<file path="config.mk">
export PLATFORM = sky130hd
export DESIGN_NAME = pipe_hazard_unit
export DESIGN_NICKNAME = d
export VERILOG_FILES = /design/src/rtl/pipe_hazard_unit.sv
export SDC_FILE = /design/constraint.sdc
export NUM_CORES = 1
export LEC_CHECK = 0
export ABC_AREA = 1
export BUFFER_PORTS_ARGS = -buffer_cell sky130_fd_sc_hd__buf_4
export CAP_MARGIN = 20
export CORE_MARGIN = 2
export CORE_UTILIZATION = 40
export DETAILED_ROUTE_END_ITERATION = 7
export GPL_TIMING_DRIVEN = 1
export SYNTH_ARGS = -nofsm -noshare
export SYNTH_HDL_FRONTEND = slang
export SYNTH_SLANG_ARGS = --single-unit
</file>
<file path="constraint.sdc">
create_clock -name clk -period 2.7 [get_ports clk]
set_input_delay 0.81 -clock clk [delete_from_list [all_inputs] [get_ports clk]]
set_output_delay 0.81 -clock clk [all_outputs]
set_load 0.01 [all_outputs]
</file>
<file path="src/rtl/pipe_hazard_unit.sv">
// Hazard/forwarding scoreboard: youngest-wins forwarding, load-use and divide stalls; HAZ_FWD_EN enables forwarding, else full interlock.
// All outputs combinational from the current scoreboard (zero latency); stall holds decode, and a busy divider freezes every stage.
module pipe_hazard_unit #(
  parameter int REG_AW     = 3,
  parameter int FWD_STAGES = 3,
  parameter int LOAD_LAT   = 1,
  parameter int SELW       = 2
) (
  input  logic              clk,
  input  logic              rst,
  input  logic              dec_valid,
  input  logic [REG_AW-1:0] dec_rs,
  input  logic [REG_AW-1:0] dec_rt,
  input  logic              dec_rs_used,
  input  logic              dec_rt_used,
  input  logic [REG_AW-1:0] dec_dest,
  input  logic              dec_dest_valid,
  input  logic              dec_is_load,
  input  logic              dec_is_div,
  input  logic              div_done,
  input  logic              flush,
  output logic              stall,
  output logic              issue,
  output logic [SELW-1:0]   rs_fwd_sel,
  output logic [SELW-1:0]   rt_fwd_sel,
  output logic              wb_en,
  output logic [REG_AW-1:0] wb_addr
);

  typedef struct packed {
    logic              valid;
    logic [REG_AW-1:0] dest;
    logic              destValid;
    logic              isLoad;
  } entry_t;

  typedef enum logic {IDLE, DIV_BUSY} state_t;

  state_t                state;
  entry_t                ent [FWD_STAGES];
  entry_t                head;
  logic [FWD_STAGES-1:0] rsHit;
  logic [FWD_STAGES-1:0] rtHit;
  logic                  loadHaz;
  logic                  hazard;
  logic                  divBusy;
  logic                  advance;

  assign divBusy = (state == DIV_BUSY);

  always_comb begin
    for (int k = 0; k < FWD_STAGES; k++) begin
      rsHit[k] = dec_rs_used && ent[k].valid && ent[k].destValid && (ent[k].dest == dec_rs);
      rtHit[k] = dec_rt_used && ent[k].valid && ent[k].destValid && (ent[k].dest == dec_rt);
    end
  end

  // Only the youngest LOAD_LAT stages hold loads whose data is not yet forwardable.
  always_comb begin
    loadHaz = 1'b0;
    for (int k = 0; k < LOAD_LAT; k++) begin
      loadHaz = loadHaz | ((rsHit[k] | rtHit[k]) & ent[k].isLoad);
    end
  end

`ifdef HAZ_FWD_EN
  assign hazard = loadHaz;

  always_comb begin
    rs_fwd_sel = '0;
    rt_fwd_sel = '0;
    for (int k = FWD_STAGES - 1; k >= 0; k--) begin
      if (rsHit[k]) rs_fwd_sel = SELW'(k + 1);
      if (rtHit[k]) rt_fwd_sel = SELW'(k + 1);
    end
  end
`else
  assign hazard     = loadHaz | (|rsHit) | (|rtHit);
  assign rs_fwd_sel = '0;
  assign rt_fwd_sel = '0;
`endif

  assign stall   = dec_valid && (hazard || divBusy);
  assign issue   = dec_valid && !stall && !flush;
  assign wb_en   = ent[FWD_STAGES-1].valid && ent[FWD_STAGES-1].destValid && !divBusy;
  assign wb_addr = ent[FWD_STAGES-1].dest;
  assign advance = !divBusy || div_done;

  always_comb begin
    head = '0;
    if (issue) begin
      head.valid     = 1'b1;
      head.dest      = dec_dest;
      head.destValid = dec_dest_valid;
      head.isLoad    = dec_is_load;
    end
  end

  // A stall still advances older stages; only the divider freezes them.
  always_ff @(posedge clk or negedge rst) begin
    if (!rst) begin
      state <= IDLE;
      for (int k = 0; k < FWD_STAGES; k++) ent[k] <= '0;
    end else begin
      if (advance) begin
        ent[0] <= head;
        for (int k = 1; k < FWD_STAGES; k++) ent[k] <= ent[k-1];
      end
      if (!divBusy && issue && dec_is_div) state <= DIV_BUSY;
      else if (divBusy && div_done)        state <= IDLE;
    end
  end

endmodule

</file>
=== Word-level counts from Yosys, hierarchy flattened ===
Index checks and enable logic that the tools add are counted.

* Eq/ne operators: 6
* Mux-type cells: 3
* Bitwise logic cells: 4
* Reductions and logical operators: 34

{| class="wikitable"
|+ Operator list
! cell !! number
|-
| logical AND 1 bit || 26
|-
| == test 3 bit || 6
|-
| two-way mux 6 bit || 1
|-
| OR reduction 3 bit || 2
|-
| logical NOT 1 bit || 3
|-
| bitwise OR 1 bit || 3
|-
| logical OR 1 bit || 2
|-
| two-way mux 1 bit || 2
|-
| nonzero test 2 bit || 1
|-
| bitwise AND 1 bit || 1
|}

* Register bits: 17
* Input bits: 19
* Word-level logic and storage cells: 58

=== Depth between registers and ports, before layout ===
* Depth in word-level cells: 15
* Mapped depth: 9

=== Least setup slack after synthesis ===
Ideal clock, no wire load.

* Path kind: input to output
* From: input dec_rs_used
* To: output stall
* Arrival: 1.475 ns
* Required time: 1.890 ns
* Setup slack: 0.415 ns
* Stages: 5
* Path through: and3_1 > nand2_1 > nor2_1 > nor2_4 > a21oi_1

* Cells in the longest elaborated chain, start to end: 9
* Elaborated cells on any way between the ends: 16

{| class="wikitable"
|+ RTL lines
! element !! line !! source
|-
| from (decl) || 14 || <nowiki>input logic dec_rs_used,</nowiki>
|-
| logical AND 1 bit (3 in series) || 53 || <nowiki>rsHit[k] = dec_rs_used && ent[k].valid && ent[k].destValid && (ent[k].dest == dec_rs);</nowiki>
|-
| bitwise OR 1 bit || 62 || <nowiki>loadHaz = loadHaz | ((rsHit[k] | rtHit[k]) & ent[k].isLoad);</nowiki>
|-
| bitwise AND 1 bit || 62 ||
|-
| bitwise OR 1 bit (*) (2 in series) || 78 || <nowiki>assign hazard = loadHaz | (|rsHit) | (|rtHit);</nowiki>
|-
| logical OR 1 bit (*) || 83 || <nowiki>assign stall = dec_valid && (hazard || divBusy);</nowiki>
|-
| logical AND 1 bit (*) || 83 ||
|-
| to (decl) || 22 || <nowiki>output logic stall,</nowiki>
|}

Mark *: on every way between the ends. The rest lies on a longest branch, timed or not.

=== Worst setup path in the final report ===
* From: input dec_rt[0]
* To: output issue

* Cells in the longest elaborated chain, start to end: 11
* Elaborated cells on any way between the ends: 16

{| class="wikitable"
|+ RTL lines
! element !! line !! source
|-
| from (decl) || 13 || <nowiki>input logic [REG_AW-1:0] dec_rt,</nowiki>
|-
| == test 3 bit || 54 || <nowiki>rtHit[k] = dec_rt_used && ent[k].valid && ent[k].destValid && (ent[k].dest == dec_rt);</nowiki>
|-
| logical AND 1 bit || 54 ||
|-
| bitwise OR 1 bit || 62 ||
|-
| bitwise AND 1 bit || 62 ||
|-
| bitwise OR 1 bit || 78 ||
|-
| bitwise OR 1 bit (*) || 78 ||
|-
| logical OR 1 bit (*) || 83 ||
|-
| logical AND 1 bit (*) || 83 ||
|-
| logical NOT 1 bit (*) || 84 || <nowiki>assign issue = dec_valid && !stall && !flush;</nowiki>
|-
| logical AND 1 bit (*) (2 in series) || 84 ||
|-
| to (decl) || 23 || <nowiki>output logic issue,</nowiki>
|}

Marks and branches as above.

==> metrics.yaml <==
placement:
  place.gp.congestion: 0.812
  place_area_um2: 1250
  dp_hpwl_um: 1890
  portBuffers: 23
logic_synthesis:
  synth_area_um2: 1080
  ys_ff_latch: 16
  postSynth.asyncResetShare_pct: 100
  yosys.area.top_type: "dfrtp_1"
  synth_top_area_share_pct: 37.2
  synth_cell_type_count: 21
  synth_edf_count: 0
  synth-seq-area-share_pct: 37.2
  yosys-top-cells-area: "dfrtp_1 (37%), nand2_1 (23%), inv_1 (5.9%)"
  synth_most_common_cell: "nand2_1"
  synth_warnings: 0
  synth_common_cells: "nand2_1 (67), inv_1 (17), dfrtp_1 (16)"
  synth_cells: 160
  synth-main-ff-cell: "dfrtp_1"
  syn_avg_cell_area_um2: 6.73
sta:
  finalSetupViolations: 0
  slew_viol_final: 0
  fin_worst_skew_ns: 0.00716
  finalHoldViolations: 0
  worst_pin_slew_ns: 0.623
  fin_crit_ns: 2.57
  fmax_ghz: 0.390
  rsz0062_at_grt: "false"
  period_share_pct: 95.0
  fin_setup_tns_ns: 0
  max-slew-margin-rel_pct: 58.3
final_layout:
  fill_cells: 269
  antennaDiodeCount: 0
  area_delta_synth_final_pct: 19.6
  finish.instance_area_um2: 1290
  fin_nets: 203
  drive_above_1_share_pct: 21.3
clock_network:
  root_buffer: "clkbuf_4"
  insertion_delay_ns: 0.29
  cts_sinks: 16
  cts_buffers: 3
  cts_tree: "built"
  clockBufferDepth: 2
  clkTransAtPathRegs_ns: 0.10
  cts_resized: 0
  post_cts_buffers: 0
  post_cts_hold_buffer_count: 0
  h-tree-depth: 1
die:
  dieArea_um2: 3120
  io_pins: 29
  rows: 18
  die_w_um: 55.9
  die_h_um: 55.9
  core_area_um2: 2520
  start_util_pct: 42.7
worst_setup_path:
  cp.required_ns: 1.89
  critical_path_class: "input pin to output port"
  r2r_slack_ns: 1.20
  reg2reg_to: "ent[7]"
  worstSetupEndpointType: "output port"
  cp-endpoint: "issue"
  startpoint_type: "input pin"
  reg2reg_from: "divBusy"
  cp_max_fo: 7
  reg2regPathDepth: 4
  crit_arrival_ns: 1.76
  startpoint: "dec_rt[0]"
route:
  drt_iter0_drc: 48
  routed_wl_um: 2320
  wl_per_cell_um: 10.9
  vias: 992
  first_pass_iters: 4
  drc: 0
  avgViaCountPerCell: 4.66
  ant_nets: 0
global_route:
  grt_pass1_wl_um: 4010
  overflow: 0
  antenna_found_initial: 0
  track_usage_pct: 16.3
  grt_max_degree: 17
  grt_pass1_vias: 924
status:
  status: "complete, no violations"
worst_hold_path:
  hold_path_class: "input pin to async pin"
power:
  ir_drop_v: 0.000248
  p_leak_nw: 0.697
  power_density_nw_per_um2: 429
run:
  maxCapViolations: 0
[kinds of logic after synthesis]
logic type	count (synthesis)	share of synthesized area, %
flops	16	37.2
compound gates	14	6.50
buf+inv	29	12.7
other cells	1	0.348
xor+xnor	4	3.25
simple gates	96	40.1
[layer usage]
layer	up-vias	wire length, um	track usage, %
met2	31	1100	26.5
met5	-	0	0
met1	436	1060	21.9
met3	2	145	3.02
li1	523	-	-
met4	0	15	5.10
[worst max-delay path, cell delays in order]
cell and delay, ns:
buf_4 0.12, inv_1 0.08, nand2_1 0.05, nand2_1 0.07, nor2_1 0.05, nand2_1 0.05
nand2_1 0.07, nor2_4 0.17, nand3_2 0.13, inv_2 0.06, buf_4 0.10
[registers in the layout (all words and copies together), names as in the netlist]
| name | cells |
|---|---|
| wb_addr | 3 |
| ent | 12 |
| divBusy | 1 |
[cell type report]
cell class	instances	area [um2]	area share (%)
flip-flops and latches	16	400	31.1
clock buffers	4	36.3	2.82
inverters	20	75.1	5.83
repair buffers	25	188	14.6
multi-input cells	118	552	42.8
well taps	30	37.5	2.91
[cell usage in the layout, fill, tap and decap left out]
cell	Yosys	final
nand2_1	67	67
buf_4	7	25
inv_1	17	17
dfrtp_1	16	16
nor2_1	11	11
o21ai_0	10	10
nand3_1	5	5
nand4_1	5	5
a21oi_1	4	4
conb_1	1	4
inv_2	3	3
xnor2_1	3	3
clkbuf_4	0	3
nand2_4	2	2
nand2_2	2	2
xor2_1	1	1
nor2_8	1	1
and3_1	1	1
nor2_4	1	1
nand3_2	1	1
clkbuf_8	0	1
[where the power goes]
part	total [W]	leakage (nW)	switching (W)	internal, W
Clock	0.000161	0.0210	0.0000793	0.0000821
Combinational	0.000117	0.462	0.0000648	0.0000525
Sequential	0.000274	0.215	0.0000182	0.000256
[how the worst min path moves through the flow]
| stage | slack, ns | depth (start not counted) | to |
|---|---|---|---|
| floorplan | 0.48 | 2 | ent[13] |
| global placement | 0.52 | 2 | ent[1] |
| detailed placement | 0.53 | 2 | ent[1] |
| CTS | 0.35 | 1 | wb_addr[2] |
| global route | 0.35 | 1 | wb_addr[2] |
| finish | 0.36 | 1 | wb_addr[2] |
[through the flow]
step,power [W],hold WS [ns],std cells,worst slack (ns),util (%)
floorplan,0.000351,0.485,163,0.415,-
global placement,0.000394,0.521,209,0.135,49.7
detailed placement,0.000397,0.526,209,0.126,49.7
CTS,0.000563,0.351,213,0.121,51.1
global route,0.000594,0.349,213,0.00380,51.1
finish,0.000553,0.361,213,0.134,51.1
Power figures use the tool's default switching activity.
